<file path="src/rtl/serial_adder_nbit_if.sv">
// Handshake and data bundle between a requester and the digit-serial adder.
interface serial_adder_nbit_if #(
    parameter int unsigned WIDTH = 8
);
    logic             start;
    logic [WIDTH-1:0] a;
    logic [WIDTH-1:0] b;
    logic             carryin;
    logic [WIDTH-1:0] sum;
    logic             carryout;
    logic             overflow;
    logic             busy;
    logic             done;

    // Requester side: issues operands, observes result and status.
    modport master (
        output start, a, b, carryin,
        input  sum, carryout, overflow, busy, done
    );

    // Adder side: accepts operands, presents registered result and status.
    modport slave (
        input  start, a, b, carryin,
        output sum, carryout, overflow, busy, done
    );
endinterface

</file>
<file path="src/rtl/serial_adder_nbit.sv">
// Digit-serial adder: adds two WIDTH-bit operands plus carry-in, DIGIT bits per
// clock, LSB digit first. Result, carry-out and signed overflow are committed
// together when the last digit completes and held until the next commit.
module serial_adder_nbit #(
    parameter int unsigned WIDTH = 8,
    parameter int unsigned DIGIT = 1
) (
    input  logic               clk,
    input  logic               rst,
    serial_adder_nbit_if.slave bus
);

    localparam int unsigned N     = WIDTH / DIGIT;
    localparam int unsigned CNT_W = (N > 1) ? $clog2(N) : 1;

    typedef enum logic [1:0] {
        ST_IDLE = 2'd0,
        ST_RUN  = 2'd1,
        ST_DONE = 2'd2
    } state_e;

    state_e             state_q, state_d;
    logic [WIDTH-1:0]   opa_q, opa_d;
    logic [WIDTH-1:0]   opb_q, opb_d;
    logic [WIDTH-1:0]   res_q, res_d;
    logic               carry_q, carry_d;
    logic [CNT_W-1:0]   count_q, count_d;
    logic [WIDTH-1:0]   sum_q, sum_d;
    logic               carryout_q, carryout_d;
    logic               overflow_q, overflow_d;
    logic               busy_q, busy_d;
    logic               done_q, done_d;

    logic [DIGIT-1:0]   dig_sum_c;
    logic               dig_cout_c;
    logic               dig_cmsb_c;

    // Ripple adder over the current low digit; also exposes the carry into the
    // digit's top bit, which on the final digit is the carry into the sum MSB.
    always_comb begin
        logic c;
        c          = carry_q;
        dig_sum_c  = '0;
        dig_cmsb_c = carry_q;
        for (int i = 0; i < int'(DIGIT); i++) begin
            if (i == int'(DIGIT) - 1) begin
                dig_cmsb_c = c;
            end
            dig_sum_c[i] = opa_q[i] ^ opb_q[i] ^ c;
            c            = (opa_q[i] & opb_q[i]) | (c & (opa_q[i] ^ opb_q[i]));
        end
        dig_cout_c = c;
    end

    // Next-state and datapath control: IDLE -> RUN (N digits) -> DONE -> IDLE.
    always_comb begin
        state_d    = state_q;
        opa_d      = opa_q;
        opb_d      = opb_q;
        res_d      = res_q;
        carry_d    = carry_q;
        count_d    = count_q;
        sum_d      = sum_q;
        carryout_d = carryout_q;
        overflow_d = overflow_q;
        busy_d     = 1'b0;
        done_d     = 1'b0;

        case (state_q)
            ST_IDLE: begin
                if (bus.start) begin
                    opa_d   = bus.a;
                    opb_d   = bus.b;
                    carry_d = bus.carryin;
                    res_d   = '0;
                    count_d = '0;
                    busy_d  = 1'b1;
                    state_d = ST_RUN;
                end
            end
            ST_RUN: begin
                busy_d  = 1'b1;
                opa_d   = opa_q >> DIGIT;
                opb_d   = opb_q >> DIGIT;
                carry_d = dig_cout_c;
                res_d   = WIDTH'({dig_sum_c, res_q} >> DIGIT);
                count_d = count_q + CNT_W'(1);
                if (count_q == CNT_W'(N - 1)) begin
                    sum_d      = res_d;
                    carryout_d = dig_cout_c;
                    overflow_d = dig_cout_c ^ dig_cmsb_c;
                    busy_d     = 1'b0;
                    done_d     = 1'b1;
                    state_d    = ST_DONE;
                end
            end
            ST_DONE: begin
                state_d = ST_IDLE;
            end
            default: begin
                state_d = ST_IDLE;
            end
        endcase
    end

    // State and datapath registers; synchronous reset aborts any operation.
    always_ff @(posedge clk) begin
        if (rst) begin
            state_q    <= ST_IDLE;
            opa_q      <= '0;
            opb_q      <= '0;
            res_q      <= '0;
            carry_q    <= 1'b0;
            count_q    <= '0;
            sum_q      <= '0;
            carryout_q <= 1'b0;
            overflow_q <= 1'b0;
            busy_q     <= 1'b0;
            done_q     <= 1'b0;
        end else begin
            state_q    <= state_d;
            opa_q      <= opa_d;
            opb_q      <= opb_d;
            res_q      <= res_d;
            carry_q    <= carry_d;
            count_q    <= count_d;
            sum_q      <= sum_d;
            carryout_q <= carryout_d;
            overflow_q <= overflow_d;
            busy_q     <= busy_d;
            done_q     <= done_d;
        end
    end

    assign bus.sum      = sum_q;
    assign bus.carryout = carryout_q;
    assign bus.overflow = overflow_q;
    assign bus.busy     = busy_q;
    assign bus.done     = done_q;

endmodule

</file>
<file path="src/flat_wrapper.sv">
// flat-port wrapper written by rule: the top's interface ports become plain ports
module serial_adder_nbit_flat 
#(
    parameter int unsigned WIDTH = 8,
    parameter int unsigned DIGIT = 1
)
  (clk, rst, bus_start, bus_a, bus_b, bus_carryin, bus_sum, bus_carryout, bus_overflow, bus_busy, bus_done);
  serial_adder_nbit_if #(.WIDTH(WIDTH)) bus_i ();
  input  logic clk;
  input  logic rst;
  input wire logic [$bits(bus_i.start)-1:0] bus_start;
  input wire logic [$bits(bus_i.a)-1:0] bus_a;
  input wire logic [$bits(bus_i.b)-1:0] bus_b;
  input wire logic [$bits(bus_i.carryin)-1:0] bus_carryin;
  output wire logic [$bits(bus_i.sum)-1:0] bus_sum;
  output wire logic [$bits(bus_i.carryout)-1:0] bus_carryout;
  output wire logic [$bits(bus_i.overflow)-1:0] bus_overflow;
  output wire logic [$bits(bus_i.busy)-1:0] bus_busy;
  output wire logic [$bits(bus_i.done)-1:0] bus_done;
  assign bus_i.start = bus_start;
  assign bus_i.a = bus_a;
  assign bus_i.b = bus_b;
  assign bus_i.carryin = bus_carryin;
  assign bus_sum = bus_i.sum;
  assign bus_carryout = bus_i.carryout;
  assign bus_overflow = bus_i.overflow;
  assign bus_busy = bus_i.busy;
  assign bus_done = bus_i.done;
  serial_adder_nbit #(.WIDTH(WIDTH), .DIGIT(DIGIT)) u_core (.clk(clk), .rst(rst), .bus(bus_i));
endmodule
</file>
<file path="config.mk">
export PLATFORM = sky130hd
export DESIGN_NAME = serial_adder_nbit_flat
export DESIGN_NICKNAME = d
export VERILOG_FILES = /design/src/rtl/serial_adder_nbit_if.sv /design/src/rtl/serial_adder_nbit.sv /design/src/flat_wrapper.sv
export SDC_FILE = /design/constraint.sdc
export NUM_CORES = 1
export LEC_CHECK = 0
export CORE_AREA = 4 4 60 62
export DETAILED_ROUTE_END_ITERATION = 10
export DIE_AREA = 0 0 64 66
export PLACE_DENSITY = 0.81
export SLEW_MARGIN = 10
export SYNTH_ARGS = -nofsm -noshare
export SYNTH_HDL_FRONTEND = slang
export SYNTH_SLANG_ARGS = --single-unit
export TNS_END_PERCENT = 5
</file>
<file path="constraint.sdc">
create_clock -name clk -period 3.5 [get_ports clk]
set_input_delay 0.7 -clock clk [delete_from_list [all_inputs] [get_ports clk]]
set_output_delay 0.7 -clock clk [all_outputs]
set_load 0.01 [all_outputs]
</file>
==> impl_metrics.yaml <==
die:
  start_util_pct: 53.6
  ioPinCount: 32
  coreArea_um2: 3030
  die_area_um2: 4220
  die_h_um: 66
  die_w_um: 64
  num_rows: 20
sta:
  slew_headroom_pct: 35.5
  final-setup-viol-count: 0
  rsz0062_at_grt: "no"
  slew_violations: 0
  finalCriticalPeriod_ns: 1.96
  tightest_slew_ns: 0.967
  period_share_pct: 56.1
  finalHoldViolations: 0
  fmax_ghz: 0.509
  clock_skew_ns: 0.0120
  tns_ns: 0
synthesis:
  synth_warnings: 0
  ys_seq_elements: 41
  seq_area_frac_synth_pct: 50.6
  synth_cell_types: 25
  syn_avg_cell_area_um2: 8.54
  netlist_area_um2: 1620
  netlist_instances: 190
  syn-num-nets: 213
clocking:
  clk_path_buf_depth: 2
  insertion_delay_ns: 0.35
  cts_resized: 0
  cts_setup_buffers: 0
  cts-root-buf: "clkbuf_4"
  clock-sinks: 41
  cts_tree: "built"
  hold_buffers: 0
  path_clk_slew_ns: 0.13
  ctsHtreeMaxLevel: 2
  numCtsBuffers: 5
global_routing:
  grt_max_degree: 42
  grt_pass1_vias: 1304
  track_usage_pct: 17.4
  grt_pass1_wl_mm: 5.67
  antenna_found_initial: 0
  grt-ovfl-total: 0
detailed_routing:
  antenna_left: 0
  wl_mm: 3.33
  vias: 1383
  wl_per_cell_um: 12.8
  routed_via_density: 5.34
  drtPass1Iterations: 5
  dr.first_iter.drc_count: 88
  route.detailed.drc: 0
power:
  p_leak_nw: 0.732
  peakVddDrop_mv: 0.298
  power_density_nw_per_um2: 449
  p_total_mw: 0.898
critical_path:
  worst-r2r-setup-slack_ns: 1.71
  path_buf_inv: 1
  max_stage_delay_ns: 0.54
  crit_type: "flip-flop to primary output"
  regToRegEndpoint: "u_core.opb_q[4]"
  cp_num_cells: 1
  cp-startpoint: "u_core.bus.sum[2]"
  r2r_cells: 3
  path_delay_family: "buffers and inverters"
  worst_ep_arrival_time_ns: 1.26
  timing.rr.start: "u_core.state_q[1]"
  worstSetupEndpointType: "primary output"
  critPathMaxFanout: 2
  worstPathCellList: "clkdlybuf4s50_1"
  worst_ep_required_time_ns: 2.80
  cp_slowest_cell: "clkdlybuf4s50_1"
  cp-start-kind: "flip-flop"
  cp-endpoint: "bus_sum[2]"
finish:
  antennaDiodeCount: 0
  areaGrowthSynthToFinish_pct: 23.4
  seqCellArea_um2: 821
  fillers: 262
  final-instance-count-excl-fill: 259
  multi_input_comb_area_um2: 713
  nets: 237
  drive_above_1_share_pct: 5.12
placed_design:
  place_inst: 251
  port_buffers: 31
  place_hpwl_mm: 2.37
  gp_congestion: 0.709
worst_hold_path:
  holdCritPathClass: "flip-flop to flip-flop"
  min-delay-start: "u_core.bus.sum[0]"
run:
  drv_cap: 0
outcome:
  status: "complete, no violations"
==> cell usage in the layout (no fill, tap or decap) <==
cell             instances
fa_1                     1
clkinv_4                 1
o21bai_2                 1
ha_1                     2
nor2_1                  29
nand2_1                 48
a311oi_1                15
bufinv_16                1
xnor2_1                  1
clkbuf_4                 5
a211oi_1                 1
dfxtp_1                 41
o21ai_0                  2
a21oi_1                 11
inv_1                    1
buf_4                    2
and3b_1                  1
or2b_1                   1
clkdlybuf4s50_1         31
nand2b_1                 1
a22oi_1                  9
nor3_1                   2
mux2i_1                  2
nor2b_1                  2
clkinvlp_4               1
nand3b_1                 3
==> where the power goes <==
| part | switching (mW) | internal, mW | leakage [nW] |
|---|---|---|---|
| logic | 0.0457 | 0.0442 | 0.355 |
| clock network | 0.158 | 0.151 | 0.0414 |
| registers | 0.0129 | 0.486 | 0.335 |
==> logic make-up (layout without fill, tap and decap cells) <==
kind of cell / count (synthesis) / count (layout) / synth area share (%)
adder cells (fa/ha/maj): 3 / 3 / 2.78
AO/OA/AOI/OAI: 39 / 39 / 17.4
XOR/XNOR: 1 / 1 / 0.540
AND/OR/NAND/NOR: 87 / 87 / 22.0
buffers and inverters: 17 / 42 / 5.47
flip-flops: 41 / 41 / 50.6
multiplexers: 2 / 2 / 1.23
==> routing by layer <==
| layer | vias to the layer above | global-route usage [%] | wire (µm) |
|---|---|---|---|
| met5 | - | 0 | 0 |
| met4 | 0 | 9.97 | 76 |
| met3 | 8 | 4.93 | 182 |
| met2 | 39 | 30.2 | 1680 |
| met1 | 644 | 18.8 | 1380 |
| li1 | 692 | - | - |
==> stage by stage <==
step                hold WS (ns)  utilization (%)  worst slack (ns)  cell area [µm²]
global placement           0.443             63.3              1.40             1920
global route               0.497             66.1              1.45             2000
detailed placement         0.447             63.3              1.32             1920
CTS                        0.464             66.1              1.52             2000
floorplan                  0.432                -              2.07             1620
finish                     0.462             66.1              1.54             2000
==> worst register-to-register path, stage by stage (launching register included) <==
cell,delay [ns]
dfxtp_1,0.52
nand2b_1,0.80
nor2_1,0.08
a311oi_1,0.30
==> synth_stat cells (all sizes together) <==
master | instances | area [µm²]
xnor2 | 1 | 8.76
inv | 1 | 3.75
nor3 | 2 | 10.0
clkbuf | 6 | 22.5
a211oi | 1 | 7.51
nor2b | 2 | 12.5
buf | 10 | 62.6
a22oi | 9 | 67.6
and3b | 1 | 8.76
or2b | 1 | 7.51
nand2b | 1 | 6.26
o21bai | 1 | 11.3
dfxtp | 41 | 821
fa | 1 | 20.0
nor2 | 29 | 109
o21ai | 2 | 10.0
ha | 2 | 25.0
nand3b | 3 | 22.5
a311oi | 15 | 131
a21oi | 11 | 55.1
mux2i | 2 | 20.0
nand2 | 48 | 180
==> sequential cells by signal (all words and copies together) (netlist names) <==
register,cells
u_core.bus.carryout,1
u_core.opb_q,8
u_core.bus.overflow,1
u_core.bus.busy,1
u_core.carry_q,1
u_core.state_q,2
u_core.bus.done,1
u_core.count_q,3
u_core.res_q,7
u_core.opa_q,8
u_core.bus.sum,8
==> how the worst min path moves through the flow <==
stage                             end  slack (ns)  depth (start not counted)
floorplan           u_core.bus.sum[0]        0.43                          2
global placement    u_core.bus.sum[7]        0.44                          2
detailed placement  u_core.bus.sum[5]        0.45                          2
CTS                 u_core.bus.sum[7]        0.46                          2
global route        u_core.bus.sum[0]        0.50                          2
finish              u_core.bus.sum[0]        0.46                          2
==> cell type report <==
cell class                      count  area share, %
Clock inverter                      3           2.31
Clock buffer                        5           1.88
Tap cell                           44           2.75
Inverter                            1          0.188
Timing Repair Buffer               33           16.3
Sequential cell                    41           41.0
Multi-Input combinational cell    132           35.6
No activity file was read; power rests on OpenSTA's default activity.
